### src/rtl/cla_seq_pkg.sv
// Shared definitions for the sequential chunked adder: state encoding, chunk width
// and index-width helper.
package cla_seq_pkg;

  typedef logic [1:0] state_t;

  localparam state_t StIdle = 2'd0;
  localparam state_t StRun  = 2'd1;
  localparam state_t StDone = 2'd2;

  localparam int unsigned ChunkW = 8;

  // Ceiling log2, never below 1 so a counter always has at least one bit.
  function automatic int unsigned idx_width(input int unsigned n);
    int unsigned w;
    w = 0;
    while ((32'd1 << w) < n) w++;
    return (w == 0) ? 1 : w;
  endfunction

endpackage

### src/rtl/cla_seq_adder_if.sv
// Operand/result handshake bundle for cla_seq_adder. The sub line exists only when
// CLA_SEQ_SUB_EN is defined.
interface cla_seq_adder_if #(
  parameter int unsigned WIDTH = 32
);
  logic             in_valid;
  logic             in_ready;
  logic [WIDTH-1:0] a;
  logic [WIDTH-1:0] b;
  logic             cin;
`ifdef CLA_SEQ_SUB_EN
  logic             sub;
`endif
  logic             out_valid;
  logic             out_ready;
  logic [WIDTH-1:0] sum;
  logic             cout;
  logic             busy;

  modport master (
    output in_valid, a, b, cin,
`ifdef CLA_SEQ_SUB_EN
    output sub,
`endif
    output out_ready,
    input  in_ready, out_valid, sum, cout, busy
  );

  modport slave (
    input  in_valid, a, b, cin,
`ifdef CLA_SEQ_SUB_EN
    input  sub,
`endif
    input  out_ready,
    output in_ready, out_valid, sum, cout, busy
  );
endinterface

### src/rtl/cla_add8_slice.sv
// Combinational 8-bit carry-lookahead adder: two 4-bit lookahead cells, carry passed
// from the low cell to the high cell.
module cla_add8_slice (
  input  logic [7:0] a_i,
  input  logic [7:0] b_i,
  input  logic       cin_i,
  output logic [7:0] sum_o,
  output logic       cout_o
);

  // Returns {carry_out, sum[3:0]} with all carries computed in parallel from g/p.
  function automatic logic [4:0] cla4(input logic [3:0] x, input logic [3:0] y,
                                      input logic ci);
    logic [3:0] g;
    logic [3:0] p;
    logic [4:0] c;
    g    = x & y;
    p    = x ^ y;
    c[0] = ci;
    c[1] = g[0] | (p[0] & c[0]);
    c[2] = g[1] | (p[1] & g[0]) | (p[1] & p[0] & c[0]);
    c[3] = g[2] | (p[2] & g[1]) | (p[2] & p[1] & g[0]) | (p[2] & p[1] & p[0] & c[0]);
    c[4] = g[3] | (p[3] & g[2]) | (p[3] & p[2] & g[1]) | (p[3] & p[2] & p[1] & g[0])
         | (p[3] & p[2] & p[1] & p[0] & c[0]);
    return {c[4], p ^ c[3:0]};
  endfunction

  logic [4:0] lo;
  logic [4:0] hi;

  always_comb begin
    lo     = cla4(a_i[3:0], b_i[3:0], cin_i);
    hi     = cla4(a_i[7:4], b_i[7:4], lo[4]);
    sum_o  = {hi[3:0], lo[3:0]};
    cout_o = hi[4];
  end

endmodule

### src/rtl/cla_seq_adder.sv
// Multi-cycle WIDTH-bit adder reusing one 8-bit CLA slice, LSB chunk first.
// Define CLA_SEQ_SUB_EN to add the sub input (A-B via ~B and carry-in 1).
module cla_seq_adder
  import cla_seq_pkg::*;
#(
  parameter int unsigned WIDTH = 32
) (
  input logic            clk,
  input logic            rst_n,
  cla_seq_adder_if.slave bus
);

  localparam int unsigned NChunk = WIDTH / ChunkW;
  localparam int unsigned IdxW   = idx_width(NChunk);
  localparam logic [IdxW-1:0] LastIdx = IdxW'(NChunk - 1);

  state_t           state_q, state_d;
  logic [IdxW-1:0]  idx_q, idx_d;
  logic [WIDTH-1:0] a_q, a_d;
  logic [WIDTH-1:0] b_q, b_d;
  logic [WIDTH-1:0] work_q, work_d;
  logic [WIDTH-1:0] sum_q, sum_d;
  logic             carry_q, carry_d;
  logic             cout_q, cout_d;

  logic             in_ready;
  logic [7:0]       slice_a;
  logic [7:0]       slice_b;
  logic [7:0]       slice_sum;
  logic             slice_cout;

  assign in_ready = rst_n && (state_q == StIdle);
  assign slice_a  = a_q[ChunkW*idx_q +: ChunkW];
  assign slice_b  = b_q[ChunkW*idx_q +: ChunkW];

  cla_add8_slice u_slice (
    .a_i    (slice_a),
    .b_i    (slice_b),
    .cin_i  (carry_q),
    .sum_o  (slice_sum),
    .cout_o (slice_cout)
  );

  always_comb begin
    state_d = state_q;
    idx_d   = idx_q;
    a_d     = a_q;
    b_d     = b_q;
    work_d  = work_q;
    sum_d   = sum_q;
    carry_d = carry_q;
    cout_d  = cout_q;
    unique case (state_q)
      StIdle: begin
        if (bus.in_valid && in_ready) begin
          a_d     = bus.a;
`ifdef CLA_SEQ_SUB_EN
          b_d     = bus.sub ? ~bus.b : bus.b;
          carry_d = bus.sub ? 1'b1 : bus.cin;
`else
          b_d     = bus.b;
          carry_d = bus.cin;
`endif
          idx_d   = '0;
          state_d = StRun;
        end
      end
      StRun: begin
        work_d[ChunkW*idx_q +: ChunkW] = slice_sum;
        carry_d = slice_cout;
        idx_d   = idx_q + 1'b1;
        if (idx_q == LastIdx) begin
          // Publish the work register including the chunk written this cycle.
          sum_d   = work_d;
          cout_d  = slice_cout;
          idx_d   = '0;
          state_d = StDone;
        end
      end
      StDone: begin
        if (bus.out_ready) state_d = StIdle;
      end
      default: state_d = StIdle;
    endcase
  end

  always_ff @(posedge clk) begin
    if (!rst_n) begin
      state_q <= StIdle;
      idx_q   <= '0;
      a_q     <= '0;
      b_q     <= '0;
      work_q  <= '0;
      sum_q   <= '0;
      carry_q <= 1'b0;
      cout_q  <= 1'b0;
    end else begin
      state_q <= state_d;
      idx_q   <= idx_d;
      a_q     <= a_d;
      b_q     <= b_d;
      work_q  <= work_d;
      sum_q   <= sum_d;
      carry_q <= carry_d;
      cout_q  <= cout_d;
    end
  end

  assign bus.in_ready  = in_ready;
  assign bus.out_valid = (state_q == StDone);
  assign bus.busy      = (state_q != StIdle);
  assign bus.sum       = sum_q;
  assign bus.cout      = cout_q;

endmodule

### src/flat_wrapper.sv
// flat-port wrapper written by rule: the top's interface ports become plain ports
module cla_seq_adder_flat import cla_seq_pkg::*;
#(
  parameter int unsigned WIDTH = 32
)
  (clk, rst_n, bus_in_valid, bus_a, bus_b, bus_cin, bus_out_ready, bus_in_ready, bus_out_valid, bus_sum, bus_cout, bus_busy);
  cla_seq_adder_if #(.WIDTH(WIDTH)) bus_i ();
  input logic clk;
  input logic rst_n;
  input wire logic [$bits(bus_i.in_valid)-1:0] bus_in_valid;
  input wire logic [$bits(bus_i.a)-1:0] bus_a;
  input wire logic [$bits(bus_i.b)-1:0] bus_b;
  input wire logic [$bits(bus_i.cin)-1:0] bus_cin;
  input wire logic [$bits(bus_i.out_ready)-1:0] bus_out_ready;
  output wire logic [$bits(bus_i.in_ready)-1:0] bus_in_ready;
  output wire logic [$bits(bus_i.out_valid)-1:0] bus_out_valid;
  output wire logic [$bits(bus_i.sum)-1:0] bus_sum;
  output wire logic [$bits(bus_i.cout)-1:0] bus_cout;
  output wire logic [$bits(bus_i.busy)-1:0] bus_busy;
  assign bus_i.in_valid = bus_in_valid;
  assign bus_i.a = bus_a;
  assign bus_i.b = bus_b;
  assign bus_i.cin = bus_cin;
  assign bus_i.out_ready = bus_out_ready;
  assign bus_in_ready = bus_i.in_ready;
  assign bus_out_valid = bus_i.out_valid;
  assign bus_sum = bus_i.sum;
  assign bus_cout = bus_i.cout;
  assign bus_busy = bus_i.busy;
  cla_seq_adder #(.WIDTH(WIDTH)) u_core (.clk(clk), .rst_n(rst_n), .bus(bus_i));
endmodule
### config.mk
export PLATFORM = sky130hd
export DESIGN_NAME = cla_seq_adder_flat
export DESIGN_NICKNAME = d
export VERILOG_FILES = /design/src/rtl/cla_seq_pkg.sv /design/src/rtl/cla_seq_adder_if.sv /design/src/rtl/cla_add8_slice.sv /design/src/rtl/cla_seq_adder.sv /design/src/flat_wrapper.sv
export SDC_FILE = /design/constraint.sdc
export NUM_CORES = 1
export LEC_CHECK = 0
export BUFFER_PORTS_ARGS = -buffer_cell sky130_fd_sc_hd__buf_4
export CAP_MARGIN = 20
export CELL_PAD_IN_SITES_DETAIL_PLACEMENT = 1
export CELL_PAD_IN_SITES_GLOBAL_PLACEMENT = 1
export CORE_MARGIN = 2
export CORE_UTILIZATION = 45
export DETAILED_ROUTE_END_ITERATION = 6
export PLACE_DENSITY_LB_ADDON = 0.1
export SLEW_MARGIN = 20
export SYNTH_ARGS = -nofsm -noshare
export SYNTH_HDL_FRONTEND = slang
export SYNTH_SLANG_ARGS = --single-unit
### constraint.sdc
create_clock -name clk -period 10.85 [get_ports clk]
set_clock_uncertainty 0.15 [all_clocks]
set_input_delay 1.085 -clock clk [delete_from_list [all_inputs] [get_ports clk]]
set_output_delay 1.085 -clock clk [all_outputs]
set_load 0.005 [all_outputs]
# Yosys cells after proc, flatten, opt, wreduce, memory -nomap -nowiden
# Cells that the tools add are included.
[word_totals]
wordCells = 97
rom_bits = 0
mem_bits_rw = 0
ff_bits = 134
input_bits = 69
n_memories = 0
latch_bits = 0
[op_classes]
muxes = 10
div_mod_pow = 0
mul = 0
n_lt_le_gt_ge = 0
add_sub_neg = 2
n_eq_ne = 6
reduce_logical = 9
bitwise = 58
shifts = 4
[ops]
columns = ["op", "count"]
rows = [
  ["32-bit by 6-bit variable part select with 8-bit output", 2],
  ["5-bit negator with 34-bit output", 1],
  ["8-bit by 34-bit variable shift with 32-bit output (first input constant)", 1],
  ["8-bit by 34-bit variable part select with 32-bit output", 1],
  ["1-bit bitwise AND", 32],
  ["32-bit bitwise mux", 1],
  ["1-bit OR", 20],
  ["4-bit XOR", 4],
  ["2-bit 2-to-1 mux", 5],
  ["4-bit bitwise AND", 2],
  ["2-bit case mux with 3 select lines", 1],
  ["2-bit AND reduction", 3],
  ["2-bit == test (second input constant)", 2],
  ["2-bit inequality test (second input constant)", 2],
  ["2-bit case mux with 2 select lines", 1],
  ["2-bit nonzero test", 2],
  ["3-bit AND reduction", 1],
  ["2-bit by 1-bit adder with 2-bit output (second input constant)", 1],
  ["2-bit by 1-bit == test with 1-bit output (second input constant)", 1],
  ["1-bit logical AND", 2],
  ["2-bit zero test", 1],
  ["2-bit by 1-bit inequality test with 1-bit output (second input constant)", 1],
  ["1-bit case mux with 2 select lines", 1],
  ["1-bit 2-to-1 mux", 1],
]

# Depth between registers and ports, before layout
[depth]
depth_word = 12
mapped_depth = 11
mapped_depth_nobuf = 9

# By module
# Synthesis repeated with hierarchy kept, for this count alone.
[unflattened]
hier_cells = 682
area_unflattened_um2 = 5853.1
[by_module_without_submodules]
columns = ["mod", "instances", "area_each_um2", "seq_area_each_um2", "cells_each"]
rows = [
  ["cla_seq_adder", 1, 5525.3, 2682.6, 641],
  ["cla_add8_slice", 1, 327.8, 0.0, 41],
]

# Worst setup path after synthesis
# No wires, ideal clock.
[synth_timing]
path_kind = "register -> register"
from = "register u_core.idx_q[0]"
to = "register u_core.sum_q[13] (netlist: u_core.bus.sum[13])"
arrival_time_ps = 3559
slack_ps = 7062
setup_time_ps = 80
stages_incl_launch_ff = 12
cell_sequence = "dfxtp_1 -> buf_2 -> buf_2 -> mux4_2 -> ha_1 -> and3_1 -> a221oi_1 -> inv_1 -> fa_1 -> xor2_1 -> a221oi_1 -> nor3b_1"
[synth_via]
elab_chain_len = 12
word_cells_on_any_way = 55
cone_classes = "add/sub: 1; eq/ne: 1; shift: 4; mux: 1; bitwise: 47; reduce/logical: 1"
[synth_rtl]
columns = ["element", "line", "rtl"]
rows = [
  ["start, declared", "cla_seq_adder.sv:18", "logic [IdxW-1:0] idx_q, idx_d;"],
  ["start signal, assigned", "cla_seq_adder.sv:99", "idx_q <= idx_d;"],
  ["32-bit by 6-bit variable part select with 8-bit output, on equally long branches", "cla_seq_adder.sv:33, cla_seq_adder.sv:34", ""],
  ["4-bit XOR / 4-bit bitwise AND (equally long branches)", "cla_add8_slice.sv:18, cla_add8_slice.sv:17", ""],
  ["1-bit bitwise AND, on equally long branches", "cla_add8_slice.sv:23, cla_add8_slice.sv:24", ""],
  ["1-bit OR, or another cell as far along (2 in a row)", "cla_add8_slice.sv:23", "c[4] = g[3] | (p[3] & g[2]) | (p[3] & p[2] & g[1]) | (p[3] & p[2] & p[1] & g[0])"],
  ["1-bit OR / 1-bit bitwise AND (equally long branches)", "cla_add8_slice.sv:23, cla_add8_slice.sv:24", ""],
  ["1-bit OR", "cla_add8_slice.sv:24", "| (p[3] & p[2] & p[1] & p[0] & c[0]);"],
  ["1-bit bitwise AND, on equally long branches", "cla_add8_slice.sv:20, cla_add8_slice.sv:21, cla_add8_slice.sv:22", ""],
  ["1-bit OR, on equally long branches", "cla_add8_slice.sv:20, cla_add8_slice.sv:21, cla_add8_slice.sv:22", ""],
  ["4-bit XOR", "cla_add8_slice.sv:25", "return {c[4], p ^ c[3:0]};"],
  ["8-bit by 34-bit variable part select with 32-bit output", "cla_seq_adder.sv:69", "work_d[ChunkW*idx_q +: ChunkW] = slice_sum;"],
  ["32-bit bitwise mux", "cla_seq_adder.sv:69", ""],
  ["end signal, assigned", "cla_seq_adder.sv:103", "sum_q <= sum_d;"],
  ["end, declared", "cla_seq_adder.sv:22", "logic [WIDTH-1:0] sum_q, sum_d;"],
]
# Parallel ways exist; a longest one is shown, timed or not.
# A chain may end at the register's enable or synchronous reset.

# Final worst setup path
[layout_timing]
from = "register u_core.idx_q[1]"
to = "register u_core.sum_q[5] (netlist: u_core.bus.sum[5])"
# The elaborated chain is that of the path after synthesis.

==> results.py <==
metrics = {
    "global_routing": {
        "grt_use_total": 0.240,
        "grt_pass1_wl_mm": 26.7,
        "overflow": 0,
        "grt_busiest_layer": "met2",
        "met2_usage": 0.428,
        "grt.met3_usage": 0.0521,
        "grt_start_max_net_pins": 130,
        "grt_pass1_vias": 5442,
        "antenna_found_initial": 0,
        "met1_usage": 0.271,
    },
    "yosys": {
        "synth_edf_count": 0,
        "ys_types": 43,
        "yosysWarnings": 0,
        "synth.avg_cell_area_um2": 8.91,
        "yosys_most_used_dff": "dfxtp_1",
        "synth_top_area_share": 0.457,
        "synthCells": 659,
        "yosysTopAreaCell": "dfxtp_1",
        "synth_async_sr_flop_share": 0,
        "ys_ff_latch": 134,
        "yosys-top-cells-area": "dfxtp_1, nand2_1, o21ai_0",
        "synth.yosys.seq_area_share": 0.457,
        "syn_area_mm2": 0.00587,
        "synth_nets": 744,
    },
    "placement": {
        "placedCellCount": 891,
        "placed_area_mm2": 0.00672,
        "dp_hpwl_mm": 11.2,
        "port_buffers": 104,
        "place_congestion": 0.830,
    },
    "floorplanning": {
        "initial_core_util": 0.463,
        "die_h_um": 118,
        "ios": 105,
        "die-area_mm2": 0.0140,
        "rows": 41,
        "core_area_mm2": 0.0127,
        "die_w_um": 118,
    },
    "timing": {
        "worstMarginPinSlew_ps": 1050,
        "fin_crit_sh": 0.393,
        "max_clock_freq_mhz": 235,
        "slew-limit-headroom": 0.297,
        "timing.hold.ws_ps": 306,
        "rsz0062_at_grt": "false",
        "drv_slew": 0,
        "finalHoldViolCount": 0,
        "tns_ps": 0,
        "fin_crit_ps": 4260,
        "setup_violations": 0,
    },
    "detailed_routing": {
        "via_per_inst": 5.62,
        "drc_errors": 0,
        "antenna_left": 0,
        "first_pass_iters": 4,
        "drt_wl_total_mm": 16.4,
        "detail_route.wl_per_cell_um": 17.8,
        "via_count": 5168,
        "drt_iter0_drc": 306,
    },
    "clock_network": {
        "cts.sinks": 134,
        "cts-hold-fix-buffers": 0,
        "cts_tree": "yes",
        "cts-resized-gates": 0,
        "cts_setup_buffers": 0,
        "clock_latency_ps": 420,
        "root_buffer": "clkbuf_16",
        "ctsLongestPathBuffers": 2,
        "path_clk_slew_ps": 60,
        "numCtsBuffers": 17,
        "htree_num_levels": 4,
    },
    "final_layout": {
        "diodes": 0,
        "nNetsFinal": 823,
        "fillCellCount": 1495,
        "drive_above_1_share": 0.214,
        "fin_cells": 920,
        "stdcell_area_mm2": 0.00729,
        "area_delta_synth_final_pct": 24.2,
    },
    "setup_path": {
        "required_ps": 11030,
        "crit_type": "flop to flop",
        "cp.arrival_ps": 4440,
        "setup.worst_path.start_class": "flop",
        "crit_fanout": 21,
        "end_kind": "flop",
    },
    "pwr": {
        "power_leakage_nw": 2.89,
        "power_density_mw_per_mm2": 168,
        "ir_drop_v": 0.000112,
    },
    "min_path": {
        "hold_class": "flop to flop",
    },
    "outcome": {
        "status": "finished clean",
    },
    "job": {
        "drv_cap": 0,
    },
}
-- synthesized netlist by cell type, types with 3 or more instances --
library cell  count
nand3_1          10
o31ai_1           4
a22oi_1          29
inv_1            12
nor2b_1          33
and3_1            5
a221oi_2          4
nor3b_1          16
ha_1             14
a221oi_1         25
dfxtp_1         134
o21ai_0          83
buf_1             4
mux4_2           16
clkbuf_1         34
buf_2            10
nor2_1           39
nand2_1         141
a31oi_1           3
o211ai_1          4
a21o_1            7
-- worst max-delay path: stages (launching register included) --
cell and delay, ps:
dfxtp_1 980, mux4_2 460, ha_1 340, a21o_1 210, a221oi_1 520, inv_1 120
fa_1 400, xor2_1 540, a221oi_1 180, nor3b_1 260
-- cell families (layout without fill, tap and decap cells) --
kind of cell / count (synthesis) / count (layout) / share of synthesized area
fa+ha+maj: 16 / 16 / 0.0367
flops: 134 / 134 / 0.457
buf+inv: 61 / 150 / 0.0424
compound gates: 173 / 173 / 0.198
simple gates: 255 / 255 / 0.198
mux: 18 / 18 / 0.0648
xor+xnor: 2 / 2 / 0.00298
-- flip-flops by register name, indices dropped and copies added (netlist names) --
name             cells
u_core.a_q          32
u_core.b_q          32
u_core.bus.sum      32
u_core.work_q       32
u_core.idx_q         2
u_core.state_q       2
u_core.bus.cout      1
u_core.carry_q       1
-- power by group --
part | internal, W | total [W] | switching [W]
sequential | 0.000512 | 0.000526 | 0.0000131
clock | 0.000359 | 0.000557 | 0.000198
combinational | 0.0000577 | 0.000141 | 0.0000833
-- worst paths after layout --
check / slack (ps) / to / from / cells past startpoint
setup / recovery: 6590 / u_core.bus.sum[5] / u_core.idx_q[1] / 9
setup reg to reg: 6590 / u_core.bus.sum[5] / u_core.idx_q[1] / 9
hold reg to reg: 310 / u_core.b_q[31] / u_core.b_q[31] / 2
hold / removal: 310 / u_core.b_q[31] / u_core.b_q[31] / 2
-- cells in the final DEF, fill, tap and decap left out, drive strengths merged, types with 2 or more instances in the layout --
master and count:
buf 109, or3 2, nand2 141, ha 14
fa 2, dfxtp 134, and3 5, nor3 2
a21oi 2, xor2 2, nor4bb 2, nand3 10
nand4 2, a31oi 3, o31ai 4, nor2b 33
mux2i 2, inv 12, a221oi 29, clkbuf 26
o21a 2, a22oi 29, mux4 16, nand2b 2
o211ai 4, bufinv 2, a211oi 2, nor2 39
nor3b 16, a21o 7, o21ai 83
-- through the flow --
step,utilization,setup slack (ps),power [W]
after floorplan,-,7060,0.000621
after global placement,0.530,6760,0.000668
after detailed placement,0.530,6670,0.000675
after CTS,0.575,6600,0.00123
after global routing,0.576,6230,0.00127
final,0.576,6590,0.00122
-- cell type report --
cell class / count / area [um^2] / share of cell area
multi-input cells: 464 / 2970 / 0.407
flip-flops and latches: 134 / 2680 / 0.368
repair buffers: 109 / 818 / 0.112
clock buffers: 26 / 499 / 0.0684
well taps: 172 / 215 / 0.0295
clock inverters: 3 / 67.6 / 0.00926
inverters: 12 / 45.0 / 0.00617
-- per-layer routing --
| layer | routed length [um] | up-vias | share of wire |
|---|---|---|---|
| met3 | 647 | 30 | 0.040 |
| met4 | 418 | 0 | 0.026 |
| met2 | 8510 | 122 | 0.52 |
| li1 | - | 2489 | - |
| met5 | 0 | - | 0 |
| met1 | 6800 | 2527 | 0.42 |
Power figures use the tool's default switching activity.
